## src/rtl/key_arbiter_pkg.sv

```systemverilog
// Shared definitions for the key arbiter: key count, index type and LED encoding.
package key_arbiter_pkg;

    localparam int NUM_KEYS = 8;

    typedef logic [2:0] key_idx_t;

    localparam logic [3:0] LED_IDLE = 4'b1111;

    // Active-low LED pattern for an accepted key: key0 -> 1110 ... key7 -> 0111.
    function automatic logic [3:0] led_code(input key_idx_t idx);
        return 4'd14 - {1'b0, idx};
    endfunction

endpackage

```

## src/rtl/key_debounce.sv

```systemverilog
// One-bit 2-flop synchronizer plus consecutive-cycle debounce counter.
// press pulses on the edge the debounced level falls, but only once the key has been seen released since reset.
module key_debounce #(
    parameter int DEB_CYCLES = 50000
) (
    input  logic clk,
    input  logic reset,
    input  logic raw,
    output logic press,
    output logic held
);

    localparam int CW = $clog2(DEB_CYCLES + 1);

    logic          sync1_reg;
    logic          sync2_reg;
    logic          level_reg;
    logic          armed_reg;
    logic [1:0]    filled_reg;
    logic [CW-1:0] cnt_reg;
    logic          mismatch;
    logic          change;

    assign mismatch = (sync2_reg != level_reg);
    assign change   = mismatch && (cnt_reg == CW'(DEB_CYCLES - 1));

    always_ff @(posedge clk or negedge reset) begin
        if (!reset) begin
            sync1_reg  <= 1'b1;
            sync2_reg  <= 1'b1;
            level_reg  <= 1'b1;
            armed_reg  <= 1'b0;
            filled_reg <= 2'b00;
            cnt_reg    <= '0;
        end else begin
            sync1_reg  <= raw;
            sync2_reg  <= sync1_reg;
            filled_reg <= {filled_reg[0], 1'b1};
            // A key held through reset stays disarmed until a real release reaches the synchronizer.
            if (filled_reg[1] && sync2_reg)
                armed_reg <= 1'b1;
            if (change) begin
                level_reg <= sync2_reg;
                cnt_reg   <= '0;
            end else if (mismatch) begin
                cnt_reg <= cnt_reg + 1'b1;
            end else begin
                cnt_reg <= '0;
            end
        end
    end

    assign press = change && !sync2_reg && armed_reg;
    assign held  = !level_reg && armed_reg;

endmodule

```

## src/rtl/key_arbiter.sv

```systemverilog
// Eight debounced active-low keys feeding a round-robin arbiter with a valid/ready event register.
// Optional auto-repeat while a key is held: define KEY_ARBITER_REPEAT_EN.
module key_arbiter
    import key_arbiter_pkg::*;
#(
    parameter int DEB_CYCLES    = 50000,
    parameter int REPEAT_CYCLES = 25000000
) (
    input  logic                clk,
    input  logic                reset,
    input  logic [NUM_KEYS-1:0] key,
    output logic                ev_valid,
    input  logic                ev_ready,
    output key_idx_t            ev_code,
    output logic                ev_drop,
    output logic [3:0]          led
);

    logic [NUM_KEYS-1:0] press_vec;
    logic [NUM_KEYS-1:0] held_vec;
    logic [NUM_KEYS-1:0] set_vec;
    logic [NUM_KEYS-1:0] pending_reg;
    logic [NUM_KEYS-1:0] pending_next;
    logic [NUM_KEYS-1:0] grant_mask;
    key_idx_t            ptr_reg;
    key_idx_t            winner;
    key_idx_t            idx;
    logic                found;
    logic                load;
    logic                drop_next;
    logic                ev_valid_reg;
    key_idx_t            ev_code_reg;
    logic                ev_drop_reg;
    logic [3:0]          led_reg;

    generate
        for (genvar gi = 0; gi < NUM_KEYS; gi++) begin : g_deb
            key_debounce #(
                .DEB_CYCLES(DEB_CYCLES)
            ) u_deb (
                .clk  (clk),
                .reset(reset),
                .raw  (key[gi]),
                .press(press_vec[gi]),
                .held (held_vec[gi])
            );
        end
    endgenerate

`ifdef KEY_ARBITER_REPEAT_EN
    localparam int RW = $clog2(REPEAT_CYCLES + 1);
    logic [NUM_KEYS-1:0] rep_fire;

    generate
        for (genvar gi = 0; gi < NUM_KEYS; gi++) begin : g_rep
            logic [RW-1:0] rep_cnt_reg;

            always_ff @(posedge clk or negedge reset) begin
                if (!reset)
                    rep_cnt_reg <= '0;
                else if (!held_vec[gi] || rep_fire[gi])
                    rep_cnt_reg <= '0;
                else
                    rep_cnt_reg <= rep_cnt_reg + 1'b1;
            end

            assign rep_fire[gi] = held_vec[gi] && (rep_cnt_reg == RW'(REPEAT_CYCLES - 1));
        end
    endgenerate

    assign set_vec = press_vec | rep_fire;
`else
    // Held levels and the repeat period only matter to auto-repeat; fold them into a dead sink.
    logic unused_repeat;
    assign unused_repeat = ^{held_vec, 32'(REPEAT_CYCLES)};
    assign set_vec       = press_vec;
`endif

    // Round-robin search starting at ptr_reg, wrapping 7 -> 0.
    always_comb begin
        found  = 1'b0;
        winner = ptr_reg;
        idx    = ptr_reg;
        for (int k = 0; k < NUM_KEYS; k++) begin
            idx = ptr_reg + key_idx_t'(k);
            if (!found && pending_reg[idx]) begin
                found  = 1'b1;
                winner = idx;
            end
        end
    end

    assign load         = (!ev_valid_reg || ev_ready) && found;
    assign grant_mask   = load ? (NUM_KEYS'(1) << winner) : '0;
    // A press on a key being granted this cycle re-arms its pending bit rather than being lost.
    assign pending_next = (pending_reg & ~grant_mask) | set_vec;
    assign drop_next    = |(set_vec & pending_reg & ~grant_mask);

    always_ff @(posedge clk or negedge reset) begin
        if (!reset) begin
            pending_reg  <= '0;
            ptr_reg      <= '0;
            ev_valid_reg <= 1'b0;
            ev_code_reg  <= '0;
            ev_drop_reg  <= 1'b0;
            led_reg      <= LED_IDLE;
        end else begin
            pending_reg <= pending_next;
            ev_drop_reg <= drop_next;
            if (ev_valid_reg && ev_ready)
                led_reg <= led_code(ev_code_reg);
            if (load) begin
                ev_valid_reg <= 1'b1;
                ev_code_reg  <= winner;
                ptr_reg      <= winner + 3'd1;
            end else if (ev_ready) begin
                ev_valid_reg <= 1'b0;
            end
        end
    end

    assign ev_valid = ev_valid_reg;
    assign ev_code  = ev_code_reg;
    assign ev_drop  = ev_drop_reg;
    assign led      = led_reg;

endmodule

```

## config.mk

```make
export PLATFORM = sky130hd
export DESIGN_NAME = key_arbiter
export DESIGN_NICKNAME = d
export VERILOG_FILES = /design/src/rtl/key_arbiter_pkg.sv /design/src/rtl/key_debounce.sv /design/src/rtl/key_arbiter.sv
export SDC_FILE = /design/constraint.sdc
export NUM_CORES = 1
export LEC_CHECK = 0
export ABC_AREA = 1
export CAP_MARGIN = 20
export CORE_MARGIN = 4
export CORE_UTILIZATION = 51
export CTS_CLUSTER_DIAMETER = 120
export DETAILED_ROUTE_END_ITERATION = 12
export GPL_TIMING_DRIVEN = 0
export PLACE_DENSITY = 0.75
export SLEW_MARGIN = 20
export SYNTH_ARGS = -nofsm -noshare
export SYNTH_HDL_FRONTEND = slang
export SYNTH_SLANG_ARGS = --single-unit
```

## constraint.sdc

```tcl
create_clock -name clk -period 6.4 [get_ports clk]
set_input_delay 1.6 -clock clk [delete_from_list [all_inputs] [get_ports clk]]
set_output_delay 1.6 -clock clk [all_outputs]
set_load 0.01 [all_outputs]
```

==> flow_summary_export.csv, run 1 <==
group,metric,value,unit
critical_path,slowest_delay,0.36,ns
cells_and_area,drive_gt1_share,11.28,%
timing,hold_slack,0.3555,ns
grt,grt_pass1_vias,6513,
cells_and_area,final_cell_mix,"178 x nand2_1, 162 x inv_1, 154 x dfrtp_1",
power_and_ir_drop,switchingPower,0.001327,W
clock_network,post_cts_buffers,0,
min_path,hold_path.startpoint,"g_deb[7].u_deb.filled_reg[0]",
yosys,synth-seq-cells,182,
cells_and_area,final_net_count,1132,
yosys,synth_ff_type,"dfrtp_1",
min_path,hold-path-endpoint,"g_deb[0].u_deb.filled_reg[1]",
route,wl_per_cell,11.92,µm
critical_path,arrival,4.17,ns
timing,slew-limit-headroom,57.11,%
timing,hold_viol,0,
critical_path,cp.required,6.75,ns
cells_and_area,seq_area,4589,µm²
yosys,ys_types,48,
critical_path,slowest_stage,"dfrtp_1",
placement,place_congestion,0.9054,
floorplan,coreArea,17360,µm²
floorplan,dieArea,20000,µm²
floorplan,fp.dieW,141.4,µm
critical_path,r2r_cells,29,
clock_network,cts_root_buf,"clkbuf_16",
critical_path,path_class,"flop to flop",
yosys,synthArstFlopShare,100.0,%
cells_and_area,final_common_cell,"nand2_1",
yosys,avgSynthCellArea,8.534,µm²
route,drc,0,
clock_network,cts_buffers,17,
yosys,seq_area_frac_synth,50.54,%
yosys,netlist.top_cell.by_area,"dfrtp_1",
cells_and_area,multi_input_area,3795,µm²
yosys,yosysWarnings,0,
yosys,syn_area,9080,µm²
cells_and_area,area_growth,11.89,%
critical_path,cpMostUsedCell,"nand2_1",
route,drt-total-wl,16.00,mm
clock_network,clkTransAtPathRegs,0.07,ns
floorplan,pin_count,20,
critical_path,r2r_end,"ev_drop",
power_and_ir_drop,intPower,0.002223,W
yosys,synth_nets,1092,
power_and_ir_drop,power.density,349.4,nW/µm²
clock_network,cts_buffer_depth,2,
placement,port-buffer-count,19,
critical_path,cp-end-kind,"flop",
route,vias_per_cell,5.108,
yosys,yosysTopAreaCellShare,42.44,%
power_and_ir_drop,seq_power_share,35.7,%
timing,worst_slew_pin_slew,0.6375,ns
floorplan,fp-row-count,48,
route,first_pass_iters,5,
floorplan,start_util,52.31,%
cells_and_area,largest_reg_flops,128,
power_and_ir_drop,power_frac_clock,27.1,%
timing,fmax,262.0,MHz
timing,period_minus_slack,3.817,ns
job,max_cap_viol_count,0,
placement,post-dp-hpwl,11.57,mm
yosys,synth_edf_count,0,
critical_path,start_kind,"flop",
floorplan,die_h,141.4,µm
power_and_ir_drop,p_leak,4.898,nW
clock_network,cts_tree,"done",
timing,finClkSkew,0.007213,ns
route,dr_total_vias,6855,
yosys,synth_cells,1064,
grt,grt_pass1_wl,28.41,mm
grt,grt_max_degree,79,
power_and_ir_drop,p_sw_share,37.37,%
grt,grt_overflow,0,
power_and_ir_drop,peakVddDrop,0.3128,mV
clock_network,htree_num_levels,4,
timing,post-route-period-util,59.64,%
clock_network,cts_resized,0,
timing,worst_slack,2.583,ns
clock_network,holdBufCountCts,0,
route,drt_iter0_markers,360,
critical_path,r2r_slack,2.58,ns
yosys,synth_top_cells_by_area,"dfrtp_1 42%, dfstp_2 8.1%, nand2_1 7.4%",
grt,track_usage,16.97,%
power_and_ir_drop,comb_power_share,37.3,%
placement,dp_slack,2.577,ns
critical_path,worstPathMaxFanout,10,
timing,slew_viol_final,0,
route,postRouteAntennaNets,0,
run_status,status,"complete, no violations",
clock_network,clock-sinks,182,
min_path,hold_path_class,"flop to flop",
clock_network,clk_latency,0.42,ns
timing,rsz0062_at_grt,"false",
critical_path,r2r_start,"ptr_reg[0]",
grt,antenna_found_initial,0,
cells_and_area,nFillCells,1553,
cells_and_area,diodes,0,
min_path,whs_path_depth,0,
timing,setup_violations,0,
## Yosys cell counts, types with 4 or more instances
| cell | number |
|---|---|
| nand2_1 | 178 |
| inv_1 | 162 |
| dfrtp_1 | 154 |
| nor2_1 | 115 |
| nand3_1 | 89 |
| a21oi_1 | 42 |
| nor3_1 | 40 |
| o21ai_0 | 40 |
| dfstp_2 | 28 |
| or2_2 | 20 |
| nor3b_1 | 18 |
| nor4_1 | 18 |
| xor2_1 | 18 |
| ha_1 | 17 |
| nand4_1 | 17 |
| xnor2_1 | 17 |
| nand2_2 | 11 |
| a211oi_1 | 7 |
| a21o_1 | 7 |
| nand2_4 | 7 |
| o21ai_1 | 7 |
| inv_2 | 6 |
| nand3_2 | 5 |
| and3_1 | 4 |
## cell type report
class	instances	share of cell area, %
well taps	225	2.771
flip-flops and latches	182	45.17
inverters	169	6.269
clock inverters	10	0.7266
plain buffers	7	0.5788
repair buffers	21	2.463
multi-input cells	706	37.35
clock buffers	22	4.668
## metal layers
layer  vias up  global-route usage, %  wire, µm
li1       3538                      -         -
met1      3206                  22.51      7786
met2        91                  28.47      7589
met3        20                  3.370       395
met4         0                  4.949       229
met5         -                      0         0
## metrics by stage
stage	setup TNS, ns	total power [W]	utilization (%)	instances	instance area, µm²
after detailed placement	0	0.002603	55.38	1310	9612
final	0	0.003550	58.54	1342	10160
after global routing	0	0.003838	58.54	1342	10160
after CTS	0	0.003590	58.54	1342	10160
after floorplan	0	0.002301	-	1064	9080
after global placement	-614.60	0.002585	55.03	1308	9552
## worst max-delay path by stage
stage | from | end | slack, ns | depth (start not counted)
2_1_floorplan | ptr_reg[0] | ev_drop | 3.09 | 29
3_3_place_gp | reset | g_deb[1].u_deb.cnt_reg[14] | -3.75 | 1
3_5_place_dp | ptr_reg[0] | ev_drop | 2.58 | 29
4_1_cts | ptr_reg[0] | ev_drop | 2.55 | 29
5_1_grt | ptr_reg[0] | ev_drop | 2.17 | 29
6_report | ptr_reg[0] | ev_drop | 2.58 | 29
## power by group through the flow
stage / registers [W] / clock network (W) / logic [W]
floorplan: 0.00129 / 0 / 0.00101
global placement: 0.00129 / 0 / 0.00130
detailed placement: 0.00129 / 0 / 0.00132
CTS: 0.00127 / 0.000993 / 0.00133
global route: 0.00127 / 0.00104 / 0.00152
finish: 0.00127 / 0.000961 / 0.00132
## cell families after synthesis
logic type	after synthesis	share of synthesized area (%)
DFF	182	50.54
other	1	0.04130
AOI/OAI and AO/OA	119	7.482
adders and majority gates	17	2.343
and+or+nand+nor	529	27.82
muxes	3	0.3720
buffers and inverters	176	7.661
xor gates and xnor gates	37	3.734
## critical path: cells and delay by family, from the launching register on
| family | cells | cell delay [ns] |
|---|---|---|
| DFF | 1 | 0.36 |
| buffers and inverters | 8 | 0.85 |
| adders and majority gates | 3 | 0.67 |
| AOI/OAI and AO/OA | 1 | 0.12 |
| and+or+nand+nor | 16 | 1.47 |
| xor gates and xnor gates | 1 | 0.27 |
(Power assumes the default switching activity.)
==> inputs of run 2 (changes only) <==
Settings changed: PLACE_DENSITY 0.75 to 0.77.
Clock period 6.4 ns to 3.35 ns, I/O delays scaled along.
==> run 2 against run 1 <==
Compared with the run above:
- die area unchanged
- first-iteration DRC count increased by 34%
- sequential power increased by 91%
- clock power increased by 110%
- clock-buffer cell count decreased by 5
- cell area increased by 3.5%
- critical path type unchanged
- largest power group unchanged
==> flow_summary_export.csv, run 2 (same netlist as run 1, synthesis figures left out) <==
group,metric,value,unit
run_status,status,"complete, no violations",
route,vias_per_cell,5.143,
timing,worst_slew_pin_slew,0.6720,ns
route,dr_total_vias,6990,
grt,grt_pass1_vias,6739,
placement,port-buffer-count,19,
power_and_ir_drop,p_leak,5.030,nW
timing,finClkSkew,0.007071,ns
placement,place_congestion,0.8774,
grt,track_usage,17.84,%
route,postRouteAntennaNets,0,
cells_and_area,nFillCells,1380,
floorplan,coreArea,17360,µm²
critical_path,critPathTopFamily,"simple AND/OR/NAND/NOR gates",
placement,post-dp-hpwl,11.37,mm
clock_network,cts_buffer_depth,2,
placement,placed_cell_area,9584,µm²
critical_path,slowest_delay,0.40,ns
clock_network,cts_root_buf,"clkbuf_16",
cells_and_area,diodes,0,
clock_network,clkTransAtPathRegs,0.07,ns
route,first_pass_iters,5,
clock_network,htree_num_levels,4,
floorplan,fp.dieW,141.4,µm
grt,antenna_found_initial,0,
timing,fmax,301.3,MHz
grt,grt_overflow,0,
floorplan,pin_count,20,
timing,slew-limit-headroom,55.03,%
power_and_ir_drop,peakVddDrop,0.7300,mV
cells_and_area,area_growth,15.82,%
min_path,hold_path_class,"flop to flop",
timing,rsz0062_at_grt,"true",
floorplan,fp-row-count,48,
clock_network,cts_buffers,17,
grt,grt_max_degree,102,
route,drt-total-wl,17.20,mm
timing,hold_viol,0,
clock_network,clk_latency,0.43,ns
critical_path,start_kind,"flop",
floorplan,dieArea,20000,µm²
critical_path,arrival,3.62,ns
power_and_ir_drop,power.density,786.1,nW/µm²
cells_and_area,largest_reg_flops,128,
critical_path,slowest_stage,"dfrtp_1",
job,max_cap_viol_count,0,
power_and_ir_drop,comb_power_share,46.0,%
cells_and_area,final_cell_mix,"168 x nand2_1, 158 x inv_1, 154 x dfrtp_1",
timing,post-route-period-util,99.08,%
power_and_ir_drop,p_sw_share,39.15,%
route,wl_per_cell,12.66,µm
grt,grt_pass1_wl,29.80,mm
floorplan,die_h,141.4,µm
route,drc,0,
route,drt_iter0_markers,482,
min_path,hold_path.startpoint,"g_deb[3].u_deb.sync1_reg",
power_and_ir_drop,intPower,0.005030,W
critical_path,crit_buf_inv,6,
floorplan,start_util,52.31,%
timing,slew_viol_final,0,
cells_and_area,final_net_count,1149,
timing,setup_tns,0,ns
cells_and_area,final_common_cell,"nand2_1",
timing,period_minus_slack,3.319,ns
critical_path,worstPathMaxFanout,6,
cells_and_area,final_cell_area,10520,µm²
power_and_ir_drop,power_frac_clock,24.7,%
clock_network,cts_tree,"done",
cells_and_area,drive_gt1_share,15.17,%
critical_path,r2r_start,"ptr_reg[0]",
cells_and_area,utilization,60.59,%
critical_path,cpMostUsedCell,"nand3_1",
power_and_ir_drop,switchingPower,0.003237,W
timing,setup_violations,0,
clock_network,clock-sinks,182,
power_and_ir_drop,seq_power_share,29.3,%
critical_path,cp-end-kind,"flop",
critical_path,crit_start,"ptr_reg[0]",
critical_path,cp.required,3.65,ns
critical_path,path_class,"flop to flop",
-- run 2: per-stage QoR --
stage          power [W]  setup WS (ns)  hold slack (ns)  cells
3_5_place_dp    0.004993        -0.4521           0.3448   1309
5_1_grt         0.008738        -0.2073           0.3598   1359
3_3_place_gp    0.004929         -6.039           0.3322   1308
2_1_floorplan   0.004395        0.03838           0.3312   1064
4_1_cts         0.007910       -0.07546           0.3521   1357
6_report        0.008266        0.03094           0.3507   1359
-- run 2: power by group through the flow --
| stage | Combinational [W] | Clock, W | Sequential, W |
|---|---|---|---|
| final | 0.00380 | 0.00204 | 0.00242 |
| after global placement | 0.00247 | 0 | 0.00246 |
| after detailed placement | 0.00253 | 0 | 0.00246 |
| after CTS | 0.00340 | 0.00209 | 0.00242 |
| after floorplan | 0.00193 | 0 | 0.00247 |
| after global routing | 0.00411 | 0.00219 | 0.00244 |
-- run 2: layout make-up --
type / count / area (µm²) / area share, %
clock buffer: 17 / 425.4 / 4.045
sequential: 182 / 4589 / 43.64
inverter: 169 / 654.4 / 6.223
clock inverter: 15 / 177.7 / 1.689
tap: 225 / 281.5 / 2.677
timing repair buffer: 40 / 376.6 / 3.581
multi-input combinational: 706 / 3974 / 37.79
buffer: 5 / 37.54 / 0.3569
-- run 2: worst reg2reg max path, cell delays in order, from the launching register on --
cell	delay (ns)
dfrtp_1	0.40
buf_6	0.14
inv_6	0.06
ha_4	0.25
inv_8	0.10
nand3_4	0.07
nand2_2	0.08
nand2_2	0.06
nand2_4	0.09
buf_4	0.10
nand3_1	0.13
o21ai_1	0.19
a21oi_1	0.07
o21ai_1	0.13
o211ai_1	0.10
nand3_1	0.09
o21ai_2	0.14
inv_2	0.12
ha_1	0.15
inv_1	0.05
nor2_1	0.16
nand3_1	0.16
nand3_1	0.12
nand2_1	0.07
nor2_1	0.10
nand2_1	0.09
-- run 2: what timing repair did --
item                       in CTS  in global routing
pin swaps                      22                 19
gates resized for setup        35                 21
buffers inserted               16                  4
setup endpoints to repair      11                 10
hold buffers                    0                  0
-- run 2: worst paths after layout --
kind,end,slack (ns),cells after the start
hold / removal,g_deb[3].u_deb.sync2_reg,0.35,0
max in group asynchronous,g_deb[3].u_deb.sync1_reg,2.07,2
setup / recovery,ev_drop,0.03,25
hold reg to reg,g_deb[3].u_deb.sync2_reg,0.35,0
setup reg to reg,ev_drop,0.03,25
min in group asynchronous,g_deb[6].u_deb.cnt_reg[6],0.37,1
-- run 2: layer usage --
layer / global-route usage (%) / routed length, µm / part of all wire, % / vias to the layer above
li1: - / - / - / 3563
met1: 23.44 / 8070 / 47 / 3295
met2: 29.52 / 8261 / 48 / 101
met3: 3.775 / 546 / 3.2 / 31
met4: 6.212 / 323 / 1.9 / 0
met5: 0 / 0 / 0 / -
==> patch 1 (settings of run 2) <==
Take the reset off `pending_reg` and load it in a clocked block of its own.
--- a/src/rtl/key_arbiter.sv
+++ b/src/rtl/key_arbiter.sv
@@ -98,14 +98,12 @@
 
     always_ff @(posedge clk or negedge reset) begin
         if (!reset) begin
-            pending_reg  <= '0;
             ptr_reg      <= '0;
             ev_valid_reg <= 1'b0;
             ev_code_reg  <= '0;
             ev_drop_reg  <= 1'b0;
             led_reg      <= LED_IDLE;
         end else begin
-            pending_reg <= pending_next;
             ev_drop_reg <= drop_next;
             if (ev_valid_reg && ev_ready)
                 led_reg <= led_code(ev_code_reg);
@@ -119,6 +117,10 @@
         end
     end
 
+    always_ff @(posedge clk) begin
+        pending_reg <= pending_next;
+    end
+
     assign ev_valid = ev_valid_reg;
     assign ev_code  = ev_code_reg;
     assign ev_drop  = ev_drop_reg;
Function: no difference found for any inputs over 10 cycles, from zero or initial values and one cycle with reset low; that may be too few to reach the edited logic, so the function may still have changed.
==> patch 1 against run 2 <==
- the flow now finishes with violations (setup timing)
- sequential cell count unchanged
- setup slack worse by 77 ps
- cell area up 1.9%
- global-route usage up 0.24 points
- wire length up 5.6%
- synthesized area down 0.44%
- total power up 10%
- synthesized cell count unchanged
- critical endpoint unchanged
==> patch 1: results (changes against run 2) <==
metric	value	unit	change
outcome	complete, but fails checks		
failed_checks	setup timing		
synth_mux_area_share	0.374	%	+0.0016 points
grt_util_all_layers	18.1	%	+0.24 points
setup_violations	2		+2
cell_count_post_placement	1310		+0.076%
ir_worst_vdd	0.677	mV	-7.3%
fillerInstances	1382		+0.14%
worstPathMaxFanout	8		+2
tightest_pin_transition	657	ps	-14.6 ps
placement.cell_area	9570	µm²	-0.13%
route.vias.total	7194		+2.9%
async_flop_share	95.6	%	-4.4 points
reg2reg_from	ptr_reg[1]		
timing.final.ws_setup	-46.3	ps	-77.3 ps
grt_first_pass_wirelength	30.0	mm	+0.74%
preCtsSetupSlack	-469	ps	-16.7 ps
grt_pass1_vias	6881		+2.1%
route.detailed.wl_per_inst	13.2	µm	+4.3%
ys_seq_area_share	50.3	%	-0.22 points
post_synth_xor_area_fraction	3.75	%	+0.017 points
post_synth_most_frequent_cells	sky130_fd_sc_hd__nand2_1 (178), sky130_fd_sc_hd__inv_1 (162), sky130_fd_sc_hd__dfrtp_1 (146)		
place.detailed.hpwl	11.7	mm	+2.6%
crit_path_dat	3770	ps	+150 ps
diodes	0		unchanged
nets	1166		+1.5%
synth-compound-area-share	7.52	%	+0.033 points
leakagePower	0.00509	µW	+1.3%
detailedRoute.firstIterationViolations	452		-6.2%
drt_via_density	5.23		+1.6%
fin_worst_hold_slack	173	ps	-177 ps
drive_above_1_share	17.2	%	+2.0 points
pin_count_of_the_biggest_net_entering_global_routing	100		-2.0%
yosys.area_share.adder	2.35	%	+0.010 points
synth_area_per_cell	8.50	µm²	-0.44%
## patch 1: changes by cell type after synthesis, sizes merged
cell	before	now
dfxtp	0	8
dfrtp	154	146
## patch 1: worst max path at each step
stage               startpoint                   endpoint  slack, ps  depth (start not counted)
finish              ptr_reg[1]                    ev_drop        -50                         25
CTS                 ptr_reg[0]                    ev_drop        0.3                         28
global route        ptr_reg[1]                    ev_drop       -140                         25
floorplan           ptr_reg[0]                    ev_drop         40                         29
detailed placement  ptr_reg[0]                    ev_drop       -470                         29
global placement         reset  g_deb[3].u_deb.cnt_reg[9]      -5670                          1
## patch 1: layer usage
| layer | vias to the layer above | part of all wire, % | track usage, % |
|---|---|---|---|
| met5 | - | 0 | 0 |
| met4 | 0 | 1.6 | 5.35 |
| met3 | 30 | 3.3 | 4.27 |
| met2 | 130 | 51 | 31.0 |
| met1 | 3430 | 44 | 22.8 |
| li1 | 3604 | - | - |
## patch 1: critical path, cell delays in order (launching register included)
cell	delay [ps]
sky130_fd_sc_hd__dfrtp_1	380
sky130_fd_sc_hd__buf_6	160
sky130_fd_sc_hd__inv_8	60
sky130_fd_sc_hd__ha_4	350
sky130_fd_sc_hd__inv_8	60
sky130_fd_sc_hd__nand3_4	80
sky130_fd_sc_hd__nand2_4	70
sky130_fd_sc_hd__buf_4	130
sky130_fd_sc_hd__buf_4	120
sky130_fd_sc_hd__nor2_1	230
sky130_fd_sc_hd__a31oi_4	100
sky130_fd_sc_hd__nand3_2	140
sky130_fd_sc_hd__nor2_4	50
sky130_fd_sc_hd__inv_2	80
sky130_fd_sc_hd__nand4_1	130
sky130_fd_sc_hd__xor2_2	270
sky130_fd_sc_hd__inv_2	100
sky130_fd_sc_hd__ha_4	200
sky130_fd_sc_hd__ha_4	160
sky130_fd_sc_hd__nand2_2	60
sky130_fd_sc_hd__nand2_2	50
sky130_fd_sc_hd__o21ai_1	120
sky130_fd_sc_hd__inv_1	70
sky130_fd_sc_hd__nand2_1	70
sky130_fd_sc_hd__nor2_1	40
sky130_fd_sc_hd__nand2_1	60
## patch 1: area by class of cell
cell class | instances | area (µm²) | area share, %
flip-flops and latches | 182 | 4550 | 42.4
multi-input cells | 706 | 4070 | 37.9
inverters | 169 | 652 | 6.08
repair buffers | 57 | 544 | 5.08
clock buffers | 20 | 447 | 4.17
well taps | 225 | 282 | 2.63
clock inverters | 12 | 143 | 1.33
plain buffers | 5 | 37.5 | 0.350
## patch 1: repair_timing
action / in CTS / in global routing
buffers inserted: 21 / 15
pin swaps: 17 / 35
resized for setup: 28 / 46
setup endpoints to repair: 11 / 11
cloned: 0 / 0
## patch 1: power breakdown
group          total [µW]  switching (µW)  internal, µW
clock network        2000             868          1130
logic                4690            2700          2000
registers            2430            88.0          2340
total                9120            3650          5470
==> patch 2 (settings of run 2) <==
Made on the original files. `NUM_KEYS`: 8 -> 10.
--- a/src/rtl/key_arbiter_pkg.sv
+++ b/src/rtl/key_arbiter_pkg.sv
@@ -1,7 +1,7 @@
 // Shared definitions for the key arbiter: key count, index type and LED encoding.
 package key_arbiter_pkg;
 
-    localparam int NUM_KEYS = 8;
+    localparam int NUM_KEYS = 10;
 
     typedef logic [2:0] key_idx_t;
 
Interface: changed (resized key); port bits go from 20 to 22. The function was not compared with the original's and may differ.
==> patch 2 against run 2 <==
- wire length grew 20%
- sequential power grew 22%
- hold slack lost 130 ps
- final cell count grew 23%
- setup slack gained 140 ps
- sequential cell count grew 42
- highest routed layer unchanged
- total power grew 1.7%
- cell area grew 19%
- core utilization shrank 1.4 points
- synthesized cell count grew 24%
- largest cell class unchanged
- synthesized area grew 21%
- combinational power shrank 24%
- critical endpoint unchanged
- clock power grew 26%
==> patch 2: results (changes against run 2) <==
metric	value	unit	change
outcome	finished, final reports clean		
m1WireLength	9.40	mm	+16%
htree_num_levels	1		-3
detailedRoute.firstIterationViolations	481		-0.21%
ir_worst_vdd	0.538	mV	-26%
place.detailed.hpwl	14.4	mm	+27%
multi_in_gates	862		+22%
number_of_flip_flops_under_the_largest_register_name	160		+25%
synth_area_per_cell	8.34	µm²	-2.3%
met2RoutedLength	10.1	mm	+23%
multi_input_comb_area	4500	µm²	+13%
globalRouteMet2Util	30.9	%	+1.4 points
clock_cell_area_share	6.27	%	+0.53 points
drive_above_1_share	11.0	%	-4.2 points
non_clock_buffer_area_share	2.87	%	-1.1 points
route.vias.total	8610		+23%
ys_top_cells_by_area	sky130_fd_sc_hd__dfrtp_1 (43%), sky130_fd_sc_hd__dfstp_2 (8.1%), sky130_fd_sc_hd__nand2_1 (7.6%), sky130_fd_sc_hd__inv_1 (7.3%), sky130_fd_sc_hd__nor2_1 (5.4%)		
grt_pass1_vias	8287		+23%
cell_count_post_placement	1616		+23%
routed_wirelength	20.7	mm	+20%
grt_util_all_layers	17.6	%	-0.26 points
design.die.area	24000	µm²	+20%
setup.reg_to_reg.worst_slack	180	ps	+140 ps
synth-seq-cells	224		+23%
holdCritPathClass	input pin to asynchronous set/reset pin		
tightest_pin_transition	769	ps	+97.3 ps
fillerInstances	1820		+32%
clkLatencyLatePin	530	ps	+100 ps
worstPathMaxFanout	10		+4
pin_count_of_the_biggest_net_entering_global_routing	104		+2.0%
buffer_ports.inserted	21		+2
layout.area.seq	5650	µm²	+23%
ys_seq_area_share	51.4	%	+0.87 points
preCtsSetupSlack	-229	ps	+223 ps
count_of_clock_buffers_in_the_final_design	36		+19
clock.fmax	315	MHz	+4.5%
worst_clock_skew	10.6	ps	+3.55 ps
==> patch 2: logic make-up (layout without fill, tap and decap cells) <==
| kind of cell | count (synthesis) | count (layout) | synth area share [%] |
|---|---|---|---|
| XOR/XNOR | 41 | 41 | 3.34 |
| AO/OA/AOI/OAI | 130 | 130 | 6.72 |
| flip-flops | 224 | 224 | 51.4 |
| buffers and inverters | 232 | 305 | 8.13 |
| adder cells (fa/ha/maj) | 17 | 17 | 1.94 |
| AND/OR/NAND/NOR | 669 | 669 | 28.0 |
| other | 1 | 1 | 0.0341 |
| multiplexers | 4 | 4 | 0.410 |
==> patch 2: power by group through the flow <==
stage	Combinational, µW	Clock [µW]	Sequential, µW
final	2870	2580	2950
after global placement	2490	0	3000
after global routing	3210	2750	2970
after CTS	2650	2650	2960
after floorplan	1880	0	3000
after detailed placement	2550	0	3000
==> patch 2: timing repair <==
item / CTS / global route
setup endpoints to repair: 1 / 1
gates resized for setup: 4 / 15
setup buffers: 1 / 3
pin swaps: 1 / 11
